File: src/rtl/frame_burst_reader.sv
// Frame scan-out reader: Avalon-MM burst reads into a fall-through pixel FIFO.
// Define FRAME_BURST_READER_UNDERFLOW_EN to build the saturating starvation counter.
module frame_burst_reader #(
  parameter int unsigned HDISP      = 800,
  parameter int unsigned VDISP      = 480,
  parameter int unsigned BURST      = 16,
  parameter int unsigned FIFO_DEPTH = 64
) (
  input  logic        clk,
  input  logic        reset_n,
  output logic [31:0] address,
  output logic [6:0]  burstcount,
  output logic        read,
  input  logic        waitrequest,
  input  logic [31:0] readdata,
  input  logic        readdatavalid,
  output logic [31:0] pix_data,
  output logic        pix_valid,
  input  logic        pix_ready,
  output logic        pix_sof,
  output logic        pix_eol,
  output logic [15:0] underflow_cnt
);

  localparam int unsigned PtrW  = $clog2(FIFO_DEPTH);
  localparam int unsigned CntW  = PtrW + 1;
  localparam int unsigned BeatW = $clog2(BURST) + 1;
  localparam int unsigned ColW  = (HDISP > 1) ? $clog2(HDISP) : 1;
  localparam int unsigned RowW  = (VDISP > 1) ? $clog2(VDISP) : 1;

  localparam logic [31:0]      LastAddr   = 32'((HDISP * VDISP - BURST) * 4);
  localparam logic [31:0]      BurstBytes = 32'(BURST * 4);
  localparam logic [CntW-1:0]  DepthC     = CntW'(FIFO_DEPTH);
  localparam logic [CntW-1:0]  BurstC     = CntW'(BURST);
  localparam logic [BeatW-1:0] LastBeat   = BeatW'(BURST - 1);
  localparam logic [ColW-1:0]  LastCol    = ColW'(HDISP - 1);
  localparam logic [RowW-1:0]  LastRow    = RowW'(VDISP - 1);

  typedef enum logic [1:0] {StIdle, StReq, StData} state_e;

  state_e           state_q;
  logic             read_q;
  logic [31:0]      addr_q;
  logic [BeatW-1:0] beat_q;

  logic [CntW-1:0]  wr_ptr_q, rd_ptr_q;
  logic [CntW-1:0]  count, free;
  logic [31:0]      mem_q [FIFO_DEPTH];
  logic             push, pop;

  logic [ColW-1:0]  col_q;
  logic [RowW-1:0]  row_q;

  assign count = wr_ptr_q - rd_ptr_q;
  assign free  = DepthC - count;
  // Beats only count while a burst is outstanding; stale beats after reset are dropped.
  assign push  = (state_q == StData) && readdatavalid;
  assign pop   = pix_valid && pix_ready;

  always_ff @(posedge clk or negedge reset_n) begin
    if (!reset_n) begin
      state_q <= StIdle;
      read_q  <= 1'b0;
      addr_q  <= '0;
      beat_q  <= '0;
    end else begin
      unique case (state_q)
        StIdle: begin
          if (free >= BurstC) begin
            state_q <= StReq;
            read_q  <= 1'b1;
          end
        end
        StReq: begin
          if (!waitrequest) begin
            state_q <= StData;
            read_q  <= 1'b0;
            beat_q  <= '0;
            addr_q  <= (addr_q == LastAddr) ? 32'd0 : addr_q + BurstBytes;
          end
        end
        StData: begin
          if (readdatavalid) begin
            beat_q <= beat_q + 1'b1;
            if (beat_q == LastBeat) state_q <= StIdle;
          end
        end
        default: begin
          state_q <= StIdle;
          read_q  <= 1'b0;
        end
      endcase
    end
  end

  always_ff @(posedge clk or negedge reset_n) begin
    if (!reset_n) begin
      wr_ptr_q <= '0;
      rd_ptr_q <= '0;
    end else begin
      if (push) wr_ptr_q <= wr_ptr_q + 1'b1;
      if (pop)  rd_ptr_q <= rd_ptr_q + 1'b1;
    end
  end

  always_ff @(posedge clk) begin
    if (push) mem_q[wr_ptr_q[PtrW-1:0]] <= readdata;
  end

  always_ff @(posedge clk or negedge reset_n) begin
    if (!reset_n) begin
      col_q <= '0;
      row_q <= '0;
    end else if (pop) begin
      if (col_q == LastCol) begin
        col_q <= '0;
        row_q <= (row_q == LastRow) ? '0 : row_q + 1'b1;
      end else begin
        col_q <= col_q + 1'b1;
      end
    end
  end

`ifdef FRAME_BURST_READER_UNDERFLOW_EN
  logic [15:0] uf_q;

  always_ff @(posedge clk or negedge reset_n) begin
    if (!reset_n) begin
      uf_q <= '0;
    end else if (pix_ready && !pix_valid && (uf_q != 16'hFFFF)) begin
      uf_q <= uf_q + 16'd1;
    end
  end

  assign underflow_cnt = uf_q;
`else
  assign underflow_cnt = 16'd0;
`endif

  assign address    = addr_q;
  assign read       = read_q;
  assign burstcount = 7'(BURST);
  assign pix_valid  = (count != '0);
  assign pix_data   = mem_q[rd_ptr_q[PtrW-1:0]];
  assign pix_sof    = pix_valid && (col_q == '0) && (row_q == '0);
  assign pix_eol    = pix_valid && (col_q == LastCol);

endmodule

File: config.mk
export PLATFORM = sky130hd
export DESIGN_NAME = frame_burst_reader
export DESIGN_NICKNAME = d
export VERILOG_FILES = /design/src/rtl/frame_burst_reader.sv
export SDC_FILE = /design/constraint.sdc
export NUM_CORES = 2
export LEC_CHECK = 0
export CAP_MARGIN = 20
export CORE_MARGIN = 4
export CORE_UTILIZATION = 40
export DETAILED_ROUTE_END_ITERATION = 16
export PLACE_DENSITY = 0.62
export SLEW_MARGIN = 0
export SYNTH_ARGS = -nofsm -noshare
export SYNTH_HDL_FRONTEND = slang
export SYNTH_SLANG_ARGS = --single-unit
File: constraint.sdc
create_clock -name clk -period 10.8 [get_ports clk]
set_input_delay 1.08 -clock clk [delete_from_list [all_inputs] [get_ports clk]]
set_output_delay 1.08 -clock clk [all_outputs]
set_load 0.005 [all_outputs]
==> flow_summary.yaml <==
run_status:
  outcome: "finished clean"
critical_path:
  cp_max_fo: 92
  required_ns: 9.72
  rrSetupSlack_ns: 6.37
  start_kind: "flop"
  worstReg2RegStart: "rd_ptr_q[0]"
  endpoint_kind: "output port"
  cp.arrival_ns: 5.38
  path_class: "reg -> out"
  r2r_end: "rd_ptr_q[1]"
  r2r_cells: 10
sta:
  period_needed_ns: 6.46
  setup_ws_ns: 4.34
  rsz0062_at_grt: "false"
  clock.fmax_mhz: 155
  setup-tns-final_ns: 0
  timing.slew.headroom_pct: 25.3
  finalHoldViolCount: 0
  timing.hold.ws_ns: 0.480
  finClkSkew_ns: 0.0284
  worst_pin_slew_ns: 1.12
  layout_worst_path_cycle_share_pct: 59.8
  setup_viol: 0
  drv_slew: 0
logic_synthesis:
  ys_seq_area_share_pct: 77.0
  yosys_warnings: 0
  synthesis.area_mm2: 0.0821
  async_flop_share_pct: 3.17
  syn_avg_cell_area_um2: 22.3
  synth_edf_count: 2048
  yosysUniqueCellTypes: 59
  ys_ff_latch: 2115
  syn_inst: 3681
  synth-main-ff-cell: "edfxtp_1"
drt:
  wl_um: 212000
  firstDrtPassIters: 5
  ant_nets: 0
  vias_per_cell: 5.84
  routedWlPerCell_um: 31.2
  drcViolationCount: 0
  drt_iter0_markers: 5232
  vias: 39600
die:
  rows: 166
  die_x_um: 461
  fp.dieH_um: 461
  coreArea_mm2: 0.204
  io_pins: 128
  dieArea_mm2: 0.213
  start_util_pct: 40.2
hold_path:
  hold_path.class: "reg -> reg"
  min_delay_path_depth: 1
  worstHoldStart: "beat_q[3]"
  hold_path_end: "beat_q[3]"
pwr:
  ir_drop_v: 0.000214
  leakage_nw: 29.0
  p_sw_share_pct: 30.0
  p_clk_share_pct: 29.8
  seqPwrFrac_pct: 41.2
  p_int_mw: 15.8
  p_comb_share_pct: 29.1
  powerDensity_mw_per_mm2: 242
  p_switching_mw: 6.77
final_layout:
  final_nets: 3971
  fin_area_mm2: 0.0933
  area_delta_synth_final_pct: 13.6
  drive_gt1_share_pct: 26.8
clock_network:
  cts_resized: 0
  cts_hold_buffers: 0
  cts_tree: "built"
  post_cts.repair.setup_buffers: 0
  ctsHtreeMaxLevel: 4
  cts_buffer_depth: 3
  numCtsBuffers: 203
  cts-root-buf: "clkbuf_16"
  clock_latency_ns: 0.85
  cts.sinks: 2115
  clkTransAtPathRegs_ns: 0.06
grt:
  grt_max_degree: 109
  grt_pass1_vias: 39400
  grt_pass1_wl_um: 302000
  grt_usage_pct: 20.0
  antenna_found_initial: 18
  grt-ovfl-total: 0
placement:
  dp_worst_setup_slack_ns: 5.24
  gp_congestion: 0.776
  dp_hpwl_um: 113000
  place_area_mm2: 0.0865
  numPortBuffers: 98
flow_run:
  maxCapViolations: 0
## placed cells by master (no fill, tap or decap), types with 24 or more instances in the layout
| cell type | count |
|---|---|
| edfxtp_1 | 2048 |
| mux4_2 | 584 |
| clkbuf_16 | 204 |
| nand2_1 | 125 |
| buf_4 | 91 |
| nor2_1 | 66 |
| clkdlybuf4s50_1 | 65 |
| nor2_4 | 64 |
| dfrtp_1 | 61 |
| clkinv_1 | 60 |
| nor3_1 | 55 |
| clkbuf_1 | 54 |
| o22ai_1 | 51 |
| mux2i_1 | 49 |
| nand3_1 | 34 |
| buf_2 | 33 |
| clkinv_2 | 30 |
| conb_1 | 29 |
| buf_12 | 29 |
| o21ai_0 | 26 |
| a21oi_1 | 24 |
## cells by family (layout without fill, tap and decap cells)
logic type / after synthesis / in the layout / share of synthesized area (%)
AOI/OAI and AO/OA: 189 / 189 / 1.54
xor gates and xnor gates: 41 / 41 / 0.437
adders and majority gates: 17 / 17 / 0.268
buffers and inverters: 246 / 627 / 1.64
DFF: 2115 / 2115 / 77.0
muxes: 640 / 640 / 16.7
other: 2 / 31 / 0.00915
and+or+nand+nor: 431 / 431 / 2.43
## worst max-delay path, cell delays in order, from the launching register on
cell and delay (ns):
dfrtp_4 0.55, buf_12 0.56, buf_4 0.89, mux4_2 0.42
mux4_2 0.50, a22oi_1 0.57, o311ai_1 0.25, clkdlybuf4s50_1 0.58
## per-stage QoR
step	util (%)	power, mW	cells
global placement	42.3	16.1	6372
detailed placement	42.3	16.1	6373
floorplan	-	13.8	3708
finish	45.6	22.6	6779
CTS	45.4	22.8	6750
global route	45.6	23.5	6778
## metal layers
| layer | share of wire, % | vias to the layer above | wire (um) | global-route usage [%] |
|---|---|---|---|---|
| li1 | - | 16000 | - | - |
| met2 | 49 | 1819 | 103000 | 32.1 |
| met3 | 8.6 | 311 | 18200 | 4.04 |
| met4 | 2.2 | 16 | 4680 | 5.14 |
| met1 | 41 | 21500 | 85900 | 28.1 |
| met5 | 0.053 | - | 113 | 0 |
## worst max-delay path by stage
stage                           start           end  slack [ns]  cells past startpoint
after floorplan           rd_ptr_q[3]       pix_eol        6.63                     12
after global placement    rd_ptr_q[1]  pix_data[11]        5.23                      7
after detailed placement  rd_ptr_q[1]  pix_data[11]        5.24                      7
after CTS                 rd_ptr_q[0]  pix_data[16]        4.32                      7
after global routing      rd_ptr_q[0]  pix_data[21]        4.07                      7
final                     rd_ptr_q[1]  pix_data[11]        4.34                      7
## synthesized netlist by cell type, types with 3 or more instances
cell type / number / area (um2)
nor3_1: 55 / 275
nor4_1: 3 / 18.8
o32ai_1: 9 / 78.8
nand2_1: 125 / 469
dfrtp_1: 67 / 1680
nand4_1: 13 / 81.3
buf_1: 16 / 60.1
a22oi_1: 3 / 22.5
nand3b_1: 3 / 22.5
and2_1: 6 / 37.5
or3_1: 3 / 18.8
o21ai_0: 26 / 130
a2111oi_0: 5 / 43.8
buf_6: 15 / 169
buf_2: 53 / 265
nor2_1: 130 / 488
a31oi_1: 14 / 87.6
nand3_1: 34 / 170
xor2_1: 19 / 166
a211oi_1: 20 / 150
o22ai_1: 51 / 319
buf_8: 3 / 45.0
or2_2: 3 / 18.8
nand2b_1: 7 / 43.8
mux4_2: 584 / 13200
edfxtp_1: 2048 / 61500
ha_1: 16 / 200
inv_1: 24 / 90.1
clkbuf_1: 76 / 285
xnor2_1: 22 / 193
nor3b_1: 5 / 37.5
nor4b_1: 3 / 26.3
buf_4: 57 / 428
o211ai_1: 3 / 22.5
o21bai_1: 3 / 22.5
a21oi_1: 24 / 120
o311ai_1: 3 / 26.3
and4_1: 5 / 43.8
and3_1: 22 / 138
mux2_2: 7 / 78.8
o31ai_1: 5 / 37.5
mux2i_1: 49 / 490
o221ai_1: 12 / 105
nor2b_1: 9 / 56.3
## layout make-up
cell class              count  area (um2)
fillers                 16800      111000
flip-flops and latches   2115       63200
multi-input cells        1347       18200
clock buffers             262        5360
well taps                2688        3360
repair buffers            224        2240
clock inverters           115         850
inverters                  26         105
diodes                      2        5.00
## power groups by stage
| stage | combinational, mW | sequential (mW) | clock, mW |
|---|---|---|---|
| floorplan | 4.44 | 9.35 | 0 |
| global placement | 6.62 | 9.48 | 0 |
| finish | 6.58 | 9.31 | 6.73 |
| global route | 6.98 | 9.32 | 7.21 |
| detailed placement | 6.63 | 9.49 | 0 |
| CTS | 6.65 | 9.31 | 6.84 |
## state kept, by name, summed over array words and instances, names as in the netlist
| register | count |
|---|---|
| row_q | 9 |
| wr_ptr_q | 7 |
| read | 1 |
| col_q | 10 |
| state_q | 2 |
| beat_q | 5 |
| mem_q | 2048 |
| rd_ptr_q | 7 |
| address | 26 |
(Power assumes the default switching activity.)
